$ cat src/rtl/spi_pkg.sv
// Shared types and constants for the SPI master and its clock generator.
package spi_pkg;

    typedef enum logic [2:0] {
        ST_IDLE  = 3'd0,
        ST_GAP   = 3'd1,
        ST_SETUP = 3'd2,
        ST_SHIFT = 3'd3,
        ST_TAIL  = 3'd4
    } spi_state_e;

    // Mode encoding is {cpol, cpha}.
    localparam logic [1:0] SPI_MODE0 = 2'b00;
    localparam logic [1:0] SPI_MODE1 = 2'b01;
    localparam logic [1:0] SPI_MODE2 = 2'b10;
    localparam logic [1:0] SPI_MODE3 = 2'b11;

    localparam int SPI_DEFAULT_DIV = 3;

endpackage

$ cat src/rtl/spi_clk_gen.sv
// Half-period tick generator: o_tick fires on the last cycle of every
// (i_div+1)-cycle window while enabled; i_restart realigns the window.
module spi_clk_gen #(
    parameter int DIV_W = 8
) (
    input  logic             clk,
    input  logic             reset,
    input  logic             i_en,
    input  logic             i_restart,
    input  logic [DIV_W-1:0] i_div,
    output logic             o_tick
);

    logic [DIV_W-1:0] r_cnt;

    always_ff @(posedge clk or negedge reset) begin
        if (!reset) begin
            r_cnt <= '0;
        end else if (i_restart || !i_en) begin
            r_cnt <= '0;
        end else if (r_cnt == i_div) begin
            r_cnt <= '0;
        end else begin
            r_cnt <= r_cnt + 1'b1;
        end
    end

    assign o_tick = i_en && !i_restart && (r_cnt == i_div);

endmodule

$ cat src/rtl/spi_master.sv
// Parametrised SPI master: runtime mode/divisor, LSB-first option,
// multiple chip selects with burst hold, registered outputs throughout.
module spi_master
    import spi_pkg::*;
#(
    parameter  int WIDTH  = 8,
    parameter  int NUM_CS = 1,
    parameter  int DIV_W  = 8,
    localparam int CS_W   = (NUM_CS > 1) ? $clog2(NUM_CS) : 1
) (
    input  logic              clk,
    input  logic              reset,
    input  logic              t_start,
    input  logic [WIDTH-1:0]  d_in,
    input  logic [DIV_W-1:0]  clk_div,
    input  logic              cpol,
    input  logic              cpha,
    input  logic              lsb_first,
    input  logic [CS_W-1:0]   cs_sel,
    input  logic              hold,
    output logic [WIDTH-1:0]  d_out,
    output logic              busy,
    output logic              done,
    input  logic              miso,
    output logic              mosi,
    output logic              sck,
    output logic [NUM_CS-1:0] cs_n
);

    localparam int HC_W = $clog2(2 * WIDTH);
    localparam logic [HC_W-1:0] HALF_LAST = HC_W'(2 * WIDTH - 1);

    spi_state_e        r_state, w_next;
    logic              w_tick, w_accept, w_lead;
    logic [WIDTH-1:0]  r_tx, r_rx, r_dout;
    logic [DIV_W-1:0]  r_div;
    logic              r_cpol, r_cpha, r_lsb, r_hold, r_held;
    logic [CS_W-1:0]   r_sel, r_held_sel;
    logic [HC_W-1:0]   r_half;
    logic              r_busy, r_done, r_mosi, r_sck;
    logic [NUM_CS-1:0] r_cs_n;

    function automatic logic [NUM_CS-1:0] cs_dec(input logic [CS_W-1:0] sel);
        cs_dec = '1;
        for (int i = 0; i < NUM_CS; i++)
            if (CS_W'(i) == sel) cs_dec[i] = 1'b0;
    endfunction

    function automatic logic first_bit(input logic [WIDTH-1:0] v, input logic lsb);
        return lsb ? v[0] : v[WIDTH-1];
    endfunction

    function automatic logic [WIDTH-1:0] shift_out(input logic [WIDTH-1:0] v, input logic lsb);
        return lsb ? (v >> 1) : (v << 1);
    endfunction

    function automatic logic [WIDTH-1:0] shift_in(input logic [WIDTH-1:0] v, input logic b,
                                                  input logic lsb);
        return lsb ? {b, v[WIDTH-1:1]} : {v[WIDTH-2:0], b};
    endfunction

    assign w_accept = (r_state == ST_IDLE) && t_start;
    // Even half-period index ends with the leading SCK edge.
    assign w_lead   = !r_half[0];

    spi_clk_gen #(.DIV_W(DIV_W)) u_clk_gen (
        .clk       (clk),
        .reset     (reset),
        .i_en      (r_state != ST_IDLE),
        .i_restart (w_accept),
        .i_div     (r_div),
        .o_tick    (w_tick)
    );

    always_ff @(posedge clk or negedge reset) begin
        if (!reset) r_state <= ST_IDLE;
        else        r_state <= w_next;
    end

    always_comb begin
        w_next = r_state;
        case (r_state)
            ST_IDLE: begin
                if (t_start) begin
                    if (r_held && cs_sel == r_held_sel) w_next = ST_SHIFT;
                    else if (r_held)                    w_next = ST_GAP;
                    else                                w_next = ST_SETUP;
                end
            end
            ST_GAP:   if (w_tick) w_next = ST_SETUP;
            ST_SETUP: if (w_tick) w_next = ST_SHIFT;
            ST_SHIFT: if (w_tick && r_half == HALF_LAST) w_next = ST_TAIL;
            ST_TAIL:  if (w_tick) w_next = ST_IDLE;
            default:  w_next = ST_IDLE;
        endcase
    end

    always_ff @(posedge clk or negedge reset) begin
        if (!reset) begin
            r_tx       <= '0;
            r_rx       <= '0;
            r_dout     <= '0;
            r_div      <= '0;
            r_cpol     <= 1'b0;
            r_cpha     <= 1'b0;
            r_lsb      <= 1'b0;
            r_hold     <= 1'b0;
            r_held     <= 1'b0;
            r_sel      <= '0;
            r_held_sel <= '0;
            r_half     <= '0;
            r_busy     <= 1'b0;
            r_done     <= 1'b0;
            r_mosi     <= 1'b0;
            r_sck      <= 1'b0;
            r_cs_n     <= '1;
        end else begin
            r_done <= 1'b0;
            case (r_state)
                ST_IDLE: begin
                    r_sck <= cpol;
                    if (t_start) begin
                        r_busy <= 1'b1;
                        r_tx   <= d_in;
                        r_rx   <= '0;
                        r_div  <= clk_div;
                        r_cpol <= cpol;
                        r_cpha <= cpha;
                        r_lsb  <= lsb_first;
                        r_sel  <= cs_sel;
                        r_hold <= hold;
                        r_half <= '0;
                        r_mosi <= 1'b0;
                        r_cs_n <= (w_next == ST_GAP) ? '1 : cs_dec(cs_sel);
                        // CPHA=0 needs the first bit on the wire before the first edge.
                        if (w_next != ST_GAP && !cpha) begin
                            r_mosi <= first_bit(d_in, lsb_first);
                            r_tx   <= shift_out(d_in, lsb_first);
                        end
                    end
                end
                ST_GAP: begin
                    if (w_tick) begin
                        r_cs_n <= cs_dec(r_sel);
                        if (!r_cpha) begin
                            r_mosi <= first_bit(r_tx, r_lsb);
                            r_tx   <= shift_out(r_tx, r_lsb);
                        end
                    end
                end
                ST_SHIFT: begin
                    if (w_tick) begin
                        r_sck  <= ~r_sck;
                        r_half <= r_half + 1'b1;
                        if (w_lead == r_cpha) begin
                            r_mosi <= first_bit(r_tx, r_lsb);
                            r_tx   <= shift_out(r_tx, r_lsb);
                        end else begin
                            r_rx <= shift_in(r_rx, miso, r_lsb);
                        end
                    end
                end
                ST_TAIL: begin
                    if (w_tick) begin
                        r_dout     <= r_rx;
                        r_done     <= 1'b1;
                        r_busy     <= 1'b0;
                        r_mosi     <= 1'b0;
                        r_sck      <= r_cpol;
                        r_held     <= r_hold;
                        r_held_sel <= r_sel;
                        if (!r_hold) r_cs_n <= '1;
                    end
                end
                default: ;
            endcase
        end
    end

    assign d_out = r_dout;
    assign busy  = r_busy;
    assign done  = r_done;
    assign mosi  = r_mosi;
    assign sck   = r_sck;
    assign cs_n  = r_cs_n;

endmodule

$ cat config.mk
export PLATFORM = sky130hd
export DESIGN_NAME = spi_master
export DESIGN_NICKNAME = d
export VERILOG_FILES = /design/src/rtl/spi_pkg.sv /design/src/rtl/spi_clk_gen.sv /design/src/rtl/spi_master.sv
export SDC_FILE = /design/constraint.sdc
export NUM_CORES = 1
export LEC_CHECK = 0
export CORE_MARGIN = 4
export CORE_UTILIZATION = 30
export CTS_CLUSTER_DIAMETER = 60
export DETAILED_ROUTE_END_ITERATION = 6
export GPL_ROUTABILITY_DRIVEN = 0
export HOLD_SLACK_MARGIN = 0.12
export PLACE_DENSITY_LB_ADDON = 0.25
export REMOVE_ABC_BUFFERS = 1
export SYNTH_ARGS = -nofsm -noshare
export SYNTH_HDL_FRONTEND = slang
export SYNTH_SLANG_ARGS = --single-unit
$ cat constraint.sdc
create_clock -name clk -period 3.95 [get_ports clk]
set_input_delay 1.185 -clock clk [delete_from_list [all_inputs] [get_ports clk]]
set_output_delay 1.185 -clock clk [all_outputs]
set_load 0.03 [all_outputs]
## After elaboration in Yosys (flattened, before gate mapping)

Index checks and enable logic that the tools add are counted.

| word-level totals | value |
|---|---|
| flip-flop bits (word level) | 59 |
| input bits | 25 |
| output and inout bits | 13 |
| logic and storage cells | 120 |

| operators by class | value |
|---|---|
| $add $sub $neg | 2 |
| equal/unequal tests | 18 |
| mux-type cells | 52 |
| bitwise logic cells | 1 |
| reductions and logical operators | 28 |

Operator list:

| operator | count |
|---|---|
| 2-to-1 mux 8 bit | 14 |
| case mux 8 bit (3 select lines) | 1 |
| 2-to-1 mux 1 bit | 21 |
| inequality test 2 bit (second input constant) | 8 |
| case mux 8 bit (2 select lines) | 1 |
| 2-to-1 mux 3 bit | 5 |
| case mux 3 bit (5 select lines) | 1 |
| nonzero test 3 bit | 4 |
| AND reduction 3 bit | 3 |
| adder 8 x 1 -> 8 bit (second input constant) | 1 |
| equality test 8 bit | 1 |
| 2-to-1 mux 4 bit | 2 |
| case mux 4 bit (2 select lines) | 1 |
| AND reduction 7 bit | 1 |
| equality test 3 x 1 -> 1 bit (second input constant) | 2 |
| equality test 3 x 2 -> 1 bit (second input constant) | 2 |
| logical AND 1 bit | 6 |
| case mux 1 bit (3 select lines) | 2 |
| AND reduction 6 bit | 1 |
| AND reduction 5 bit | 1 |
| adder 4 x 1 -> 4 bit (second input constant) | 1 |
| equality test 4 bit (second input constant) | 1 |
| logical NOT 1 bit | 4 |
| 2-to-1 mux 2 bit | 2 |
| other kinds (12) | 15 |

## Depth between registers and ports, before layout

Gate-level depths: netlist (run 1).

| logic depth | value |
|---|---|
| depth after elaboration | 13 |
| gate-level depth with buffers | 8 |
| depth with buffers taken out | 7 |

## Hierarchy

Synthesis (run 1) repeated with hierarchy kept, for this count alone.

| unflattened totals | value |
|---|---|
| cells, all modules | 329 |
| area, all modules | 3179.3 um^2 |

Modules (own cells, without submodules):

| module | times used | cells an instance | area an instance (um^2) | sequential area each (um^2) |
|---|---|---|---|---|
| spi_master | 1 | 282 | 2658.8 | 1277.5 |
| spi_clk_gen | 1 | 47 | 520.5 | 200.2 |

## Least setup slack after synthesis (run 1)

No wires, ideal clock.

| timing | value |
|---|---|
| path type | input port to flip-flop |
| start point | input cs_sel |
| end point | register r_tx[0] |
| library setup time | 65 ps |
| arrival time | 2341 ps |
| data required time | 3885 ps |
| path slack | 1543 ps |
| cell stages on the path | 6 |
| path through | xor2_1 > a21boi_0 > o21ai_0 > and2_1 > o21ai_1 > o221a_2 |

| on the way | value |
|---|---|
| longest elaborated chain between the ends | 10 |

Ends and longest elaborated chain:

| element | RTL line | RTL |
|---|---|---|
| from (decl) | spi_master.sv:19 | `input logic [CS_W-1:0] cs_sel,` |
| equality test 1 bit | spi_master.sv:85 | `if (r_held && cs_sel == r_held_sel) w_next = ST_SHIFT;` |
| logical AND 1 bit | spi_master.sv:85 |  |
| 2-to-1 mux 2 bit | spi_master.sv:85 |  |
| 2-to-1 mux 3 bit | spi_master.sv:84 | `if (t_start) begin` |
| case mux 3 bit (5 select lines) | spi_master.sv:82 | `case (r_state)` |
| inequality test 3 x 1 -> 1 bit | spi_master.sv:136 | `if (w_next != ST_GAP && !cpha) begin` |
| logical AND 1 bit | spi_master.sv:136 |  |
| 2-to-1 mux 8 bit | spi_master.sv:136 |  |
| 2-to-1 mux 8 bit | spi_master.sv:122 | `if (t_start) begin` |
| case mux 8 bit (3 select lines) | spi_master.sv:119 | `case (r_state)` |
| to (signal assigned) | spi_master.sv:124 | `r_tx <= d_in;` |
| to (signal assigned) | spi_master.sv:138 | `r_tx <= shift_out(d_in, lsb_first);` |
| to (signal assigned) | spi_master.sv:147 | `r_tx <= shift_out(r_tx, r_lsb);` |
| to (decl) | spi_master.sv:35 | `logic [WIDTH-1:0] r_tx, r_rx, r_dout;` |

Every way passes these cells. The select of a mux whose other input is x is not followed.
A chain may end at the register's enable or synchronous reset.

## Worst setup path after layout (run 1)

| timing | value |
|---|---|
| start point | input t_start |
| end point | register r_tx[7] |

| on the way | value |
|---|---|
| longest elaborated chain between the ends | 12 |
| elaborated cells between the ends (all ways) | 20 |

Ends and longest elaborated chain:

| element | RTL line | RTL |
|---|---|---|
| from (decl) | spi_master.sv:13 | `input logic t_start,` |
| logical AND 1 bit | spi_master.sv:62 | `assign w_accept = (r_state == ST_IDLE) && t_start;` |
| logical NOT 1 bit | spi_clk_gen.sv:28 | `assign o_tick = i_en && !i_restart && (r_cnt == i_div);` |
| logical AND 1 bit (2 in series) | spi_clk_gen.sv:28 |  |
| logical AND 1 bit | spi_master.sv:92 | `ST_SHIFT: if (w_tick && r_half == HALF_LAST) w_next = ST_TAIL;` |
| 2-to-1 mux 3 bit | spi_master.sv:92 |  |
| case mux 3 bit (5 select lines) | spi_master.sv:82 |  |
| inequality test 3 x 1 -> 1 bit | spi_master.sv:136 |  |
| logical AND 1 bit | spi_master.sv:136 |  |
| 2-to-1 mux 8 bit | spi_master.sv:136 |  |
| 2-to-1 mux 8 bit | spi_master.sv:122 |  |
| case mux 8 bit (3 select lines) | spi_master.sv:119 |  |

Several ways; a longest one is shown, not always the timed one. The select of a mux whose other input is x is not followed.

==> reports/qor.yml, run 1 <==
hold_path_class: "flip-flop to flip-flop"
grt_max_degree: 60
num_vias: 2401
power_frac_seq: 0.430
end_kind: "flip-flop"
ctsHoldBuffers: 0
clock_latency_ns: 0.34
min_period_over_period: 0.732
worstPathRequired_ns: 4.23
finalCriticalPeriod_ns: 2.89
drtIter0Drc: 88
wire_per_inst_um: 13.8
slew_headroom: 0.342
grt_usage: 0.129
drt-vias-per-instance: 4.70
rsz0062_at_grt: "no"
clock_sinks: 59
r2r-start: "u_clk_gen.r_cnt[2]$_DFF_PN0_"
skew_ns: 0.0114
first_global_vias: 2431
syn_to_final_growth_pct: 21.7
switching_share: 0.380
post_cts_buffers: 0
synthArstFlopShare: 1.00
cts_tree: "built"
final_common_cell: "nand2_1"
max-vdd-ir-drop_mv: 0.234
p_per_area_nw_per_um2: 590
synth_area_leader_cell: "dfrtp_1"
holdPathEnd: "d_out[4]$_DFFE_PN0P_"
worst-setup-path-type: "input pin to flip-flop"
layout_common_cells: "87 x nand2_1, 58 x dfrtp_1, 36 x clkdlybuf4s50_1"
hold_slack_ns: 0.473
core_area_um2: 9950
setup_violations: 0
grt_antenna_before_repair: 0
wl_mm: 7.06
crit_path_max_incr_delay_ns: 0.58
crit_fanout: 8
min-delay-start: "d_out[4]$_DFFE_PN0P_"
ys.flop_type: "dfrtp_1"
synth_edf_count: 0
power.leakage_nw: 1.68
whs_path_depth: 2
boundaryPins: 38
arrival_ns: 3.17
p_int_w: 0.00139
status: "complete, no violations"
synth.avg_cell_area_um2: 9.26
grt_pass1_wl_mm: 12.0
syn-cell-area_um2: 3110
cts_buffer_depth: 2
power_switching_w: 0.000849
ys_seq_elements: 59
dp_hpwl_mm: 4.91
yosysSeqAreaShare: 0.475
timing.rr.end: "mosi$_DFFE_PN0P_"
drc: 0
drt_pass1_iterations: 4
worst_setup_path_start_kind: "input pin"
nets: 400
cts_root_buf: "clkbuf_8"
netlist_instances: 336
p_comb_frac: 0.343
die_w_um: 110
antennaDiodeCount: 0
dieArea_um2: 12100
crit_chain: "clkdlybuf4s50_1 -> a21boi_0 -> o21ai_0 -> and2_1 -> o21ai_1 -> o221a_2"
r2r_setup_slack_ns: 1.16
final_antenna_net_count: 0
synth_area_leaders: "dfrtp_1 47%, nand2_1 10%, mux2i_1 6.8%"
die_y_um: 110
clockPowerShare: 0.227
synth_top_area_share: 0.466
worstRegToRegCells: 7
tns_ns: 0
final-hold-violation-count: 0
crit_buf_inv: 1
initial_core_util: 0.313
rows: 36
drv_slew: 0
ys_types: 47
h-tree-depth: 3
drive_above_1_share: 0.119
slowest_stage: "clkdlybuf4s50_1"
ys.warnings.count: 0
maxCapViolCount: 0
grt-ovfl-total: 0
io_buffers: 37
fmax_mhz: 346
worst_pin_slew_ns: 0.979
critPathTopFamily: "compound AO/OA/AOI/OAI gates"
ctsResizeCount: 0
path_clk_slew_ns: 0.07
cts_made_buffers: 9
state kept, by name, summed over array words and instances (netlist names):
signal / flops
r_tx: 8
r_div: 8
u_clk_gen.r_cnt: 8
r_cpol: 1
mosi: 1
r_cpha: 1
r_sel: 1
r_held_sel: 1
r_held: 1
r_lsb: 1
cs_n: 1
r_half: 4
d_out: 8
r_state: 3
done: 1
r_hold: 1
busy: 1
r_rx: 8
sck: 1
worst max-delay path by stage:
stage / slack [ns] / cells after the start / end / start
after floorplan: 1.14 / 4 / r_tx[7]$_DFFE_PN0P_ / t_start
after global placement: 0.77 / 7 / r_tx[0]$_DFFE_PN0P_ / cs_sel
after CTS: 1.09 / 7 / r_tx[2]$_DFFE_PN0P_ / cs_sel
final: 1.06 / 6 / r_tx[7]$_DFFE_PN0P_ / t_start
after global routing: 0.93 / 7 / r_tx[2]$_DFFE_PN0P_ / cs_sel
after detailed placement: 0.72 / 6 / r_tx[2]$_DFFE_PN0P_ / t_start
cell families (layout without fill, tap and decap cells):
kind of cell | after synthesis | count (layout) | share of synthesized area
simple gates | 152 | 152 | 0.217
flops | 59 | 59 | 0.475
compound gates | 46 | 46 | 0.104
mux | 33 | 33 | 0.111
buf+inv | 26 | 68 | 0.0346
xor+xnor | 18 | 18 | 0.0506
fa+ha+maj | 2 | 2 | 0.00804
worst min-delay path, cell delays in order (launching register included):
cell and delay, ns:
dfrtp_1 0.34, nand2_1 0.05, nand2_1 0.05
through the flow:
| step | util | power [W] | std cells | cell area [um2] | worst slack [ns] |
|---|---|---|---|---|---|
| after detailed placement | 0.362 | 0.00174 | 495 | 3610 | 0.716 |
| after global placement | 0.362 | 0.00174 | 495 | 3610 | 0.770 |
| final | 0.381 | 0.00224 | 511 | 3790 | 1.06 |
| after global routing | 0.381 | 0.00240 | 511 | 3790 | 0.930 |
| after CTS | 0.381 | 0.00226 | 511 | 3790 | 1.09 |
| after floorplan | - | 0.00149 | 321 | 3050 | 1.14 |
synthesized netlist by cell type, types with 2 or more instances:
| cell | n |
|---|---|
| o21ai_0 | 15 |
| xnor2_1 | 12 |
| nand2b_1 | 2 |
| mux2_2 | 12 |
| clkbuf_1 | 8 |
| nor3b_1 | 2 |
| nand4_1 | 2 |
| or3b_2 | 2 |
| mux2i_1 | 21 |
| ha_1 | 2 |
| or2_2 | 2 |
| o211ai_1 | 2 |
| nor2_1 | 28 |
| inv_1 | 11 |
| buf_2 | 5 |
| dfrtp_1 | 58 |
| nand3_1 | 11 |
| o221ai_1 | 6 |
| xor2_1 | 6 |
| nand2_1 | 87 |
| or4_1 | 2 |
| o31ai_1 | 3 |
| nor3_1 | 2 |
| a21oi_1 | 10 |
| o221a_2 | 2 |
| and2_1 | 2 |
routing by layer:
metal,wire length [um],track usage,up-vias,part of all wire
met1,3670,0.177,1133,0.52
met5,0,0,-,0
met3,250,0.0229,7,0.035
li1,-,-,1222,-
met2,3030,0.196,39,0.43
met4,112,0.0614,0,0.016
power groups by stage:
stage / Sequential, W / Combinational (W) / Clock, W
floorplan: 0.000945 / 0.000545 / 0
global placement: 0.000972 / 0.000763 / 0
finish: 0.000962 / 0.000766 / 0.000507
detailed placement: 0.000973 / 0.000772 / 0
global route: 0.000991 / 0.000868 / 0.000545
CTS: 0.000963 / 0.000774 / 0.000522
cell type report:
class | count | area (um2)
Clock inverter | 4 | 25.0
Clock buffer | 12 | 155
Inverter | 11 | 41.3
Timing Repair Buffer | 41 | 395
Tap cell | 133 | 166
Sequential cell | 59 | 1480
Fill cell | 1027 | 6170
Multi-Input combinational cell | 251 | 1530
Power figures use the tool's default switching activity.
==> run 2, diff against run 1 <==
clock period = 2.5 ns   (was 3.95 ns; I/O delays follow)
==> run 2 against run 1 <==
- via count is 4.0% higher
- final area increased by 4.4%
- clock-buffer cell count shrank 3
- wire length up 0.75%
- register-to-register slack got worse by 0.94 ns
- non-clock buffer count rose by 14
- sequential share of layout area down 1.6 points
- global-route usage grew 0.14 points
- hold slack worse by 0.054 ns
- critical path depth fell by 5
- highest routed layer unchanged
==> reports/qor.yml, run 2 (same netlist as run 1, synthesis figures left out) <==
status: "complete, no violations"
slowest_stage: "clkdlybuf4s50_1"
path_depth: 1  # -5
syn_to_final_growth_pct: 27.0
slew_headroom: 0.330  # -0.0120
r2r_setup_slack_ns: 0.22  # -0.94 ns
crit_buf_inv: 1  # unchanged
p_per_area_nw_per_um2: 956  # +62%
io_buffers: 37  # unchanged
first_global_vias: 2538  # +4.4%
busiest_layer: "met2"
r2r-start: "u_clk_gen.r_cnt[2]$_DFF_PN0_"
power.leakage_nw: 1.78  # +6.0%
wl_mm: 7.11  # +0.75%
grt_use_met2: 0.210  # +0.0134
final_antenna_net_count: 0  # unchanged
die_y_um: 110  # unchanged
die_w_um: 110  # unchanged
dieArea_um2: 12100  # unchanged
cts_tree: "built"
max-vdd-ir-drop_mv: 0.333  # +42%
drive_above_1_share: 0.156  # +0.0366
setup_violations: 0  # unchanged
grt_antenna_before_repair: 0  # unchanged
drtIter0Drc: 85  # -3.4%
fill_cells: 1012  # -1.5%
dp_hpwl_mm: 5.05  # +2.9%
grt_pass1_wl_mm: 12.3  # +2.6%
crit_path_max_incr_delay_ns: 0.67  # +0.09 ns
rsz0062_at_grt: "no"
rows: 36  # unchanged
worst-setup-path-type: "flip-flop to output pin"
layout_common_cells: "87 x nand2_1, 58 x dfrtp_1, 36 x clkdlybuf4s50_1"
multiInputGateArea_um2: 1530  # +0.33%
critPathTopFamily: "buffers and inverters"
cts_made_buffers: 9  # unchanged
core_area_um2: 9950  # unchanged
worstRegToRegCells: 6  # -1
worstPathRequired_ns: 1.75  # -2.48 ns
grt-ovfl-total: 0  # unchanged
boundaryPins: 38  # unchanged
final-hold-violation-count: 0  # unchanged
num_vias: 2497  # +4.0%
initial_core_util: 0.313  # unchanged
path_clk_slew_ns: 0.07  # about the same
drt-vias-per-instance: 4.76  # +1.2%
grt_max_degree: 60  # unchanged
h-tree-depth: 3  # unchanged
crit_fanout: 2  # -6
drt_pass1_iterations: 4  # unchanged
arrival_ns: 1.54  # -1.63 ns
drv_slew: 0  # unchanged
grt_usage: 0.130  # +0.00142
worst_pin_slew_ns: 0.997  # +0.0178 ns
dp.cells: 509  # +2.8%
fmax_mhz: 437
globalRouteMet3Util: 0.0388  # +0.0159
skew_ns: 0.0106  # -0.000848 ns
register_area_um2: 1480  # unchanged
drc: 0  # unchanged
finalCriticalPeriod_ns: 2.29
wire_per_inst_um: 13.5  # -1.9%
met1_usage: 0.168  # -0.00831
antennaDiodeCount: 0  # unchanged
clock_sinks: 59  # unchanged
maxCapViolCount: 0  # unchanged
cts_buffer_depth: 2  # unchanged
clock_latency_ns: 0.34  # about the same
stdcell_count: 525  # +2.7%
final_common_cell: "nand2_1"
end_kind: "output pin"
nets: 414  # +3.5%
post_cts_buffers: 0  # unchanged
hold_path_class: "input pin to async pin"
min_period_over_period: 0.915
timing.rr.end: "mosi$_DFFE_PN0P_"
tns_ns: 0  # unchanged
worst_setup_path_start_kind: "flip-flop"
cts_root_buf: "clkbuf_8"
crit_chain: "clkdlybuf4s50_1"
## run 2: cell count changes in the layout (fill, tap and decap cells not counted), moves of 2 or more
cell	before	now
buf_4	4	17
bufinv_16	0	2
clkbuf_8	11	9
clkinv_4	0	2
clkinvlp_4	2	0
inv_6	0	2
## run 2: worst max-delay path by stage
stage / slack (ns) / to / from
6_report: 0.21 / cs_n / cs_n$_DFFE_PN1P_
5_1_grt: 0.03 / r_tx[6]$_DFFE_PN0P_ / u_clk_gen.r_cnt[0]$_DFF_PN0_
4_1_cts: 0.13 / r_tx[6]$_DFFE_PN0P_ / u_clk_gen.r_cnt[0]$_DFF_PN0_
3_5_place_dp: -0.08 / mosi$_DFFE_PN0P_ / t_start
3_3_place_gp: -0.008 / mosi$_DFFE_PN0P_ / t_start
2_1_floorplan: -0.13 / r_tx[7]$_DFFE_PN0P_ / u_clk_gen.r_cnt[0]$_DFF_PN0_
## run 2: metrics by stage
| step | setup slack (ns) | power, W | hold slack [ns] | util | cell area, um2 |
|---|---|---|---|---|---|
| 2_1_floorplan | -0.127 | 0.00235 | 0.447 | - | 3050 |
| 3_3_place_gp | -0.00838 | 0.00280 | 0.456 | 0.374 | 3730 |
| 3_5_place_dp | -0.0828 | 0.00282 | 0.464 | 0.374 | 3730 |
| 4_1_cts | 0.125 | 0.00382 | 0.406 | 0.397 | 3950 |
| 5_1_grt | 0.0330 | 0.00406 | 0.415 | 0.397 | 3960 |
| 6_report | 0.213 | 0.00378 | 0.419 | 0.397 | 3960 |
## run 2: layer usage
metal | vias to the layer above | part of all wire
li1 | 1255 | -
met1 | 1196 | 0.49
met2 | 37 | 0.46
met3 | 9 | 0.038
met4 | 0 | 0.012
met5 | - | 0
## run 2: where the power goes
part	switching (W)	total, W	internal (W)
registers	0.000306	0.00152	0.00121
clock network	0.000409	0.000979	0.000569
logic	0.000665	0.00128	0.000620
total	0.00138	0.00378	0.00240
## run 2: area by class of cell
cell class                      instances  share of cell area
Clock buffer                            9              0.0313
Inverter                               11              0.0104
Multi-Input combinational cell        251               0.388
Clock inverter                          7              0.0253
Tap cell                              133              0.0421
Timing Repair Buffer                   55               0.130
Sequential cell                        59               0.374
## run 2: what timing repair did
item	4_1_cts	5_1_grt
setup endpoints to repair	0	6
hold endpoints to repair	0	0
hold buffers	0	0
resized for setup	0	1
## run 2: worst register-to-register path, delay by kind of cell (launching register included)
family / cells / cell delay, ns
XOR/XNOR: 1 / 0.25
multiplexers: 1 / 0.25
AO/OA/AOI/OAI: 2 / 0.34
flip-flops: 1 / 0.44
AND/OR/NAND/NOR: 2 / 0.88
==> run 3, diff against run 2 <==
SLEW_MARGIN = 10   (was default)
==> results of run 3 <==
No change in the layout: final DEF, timing and power equal those of run 2.
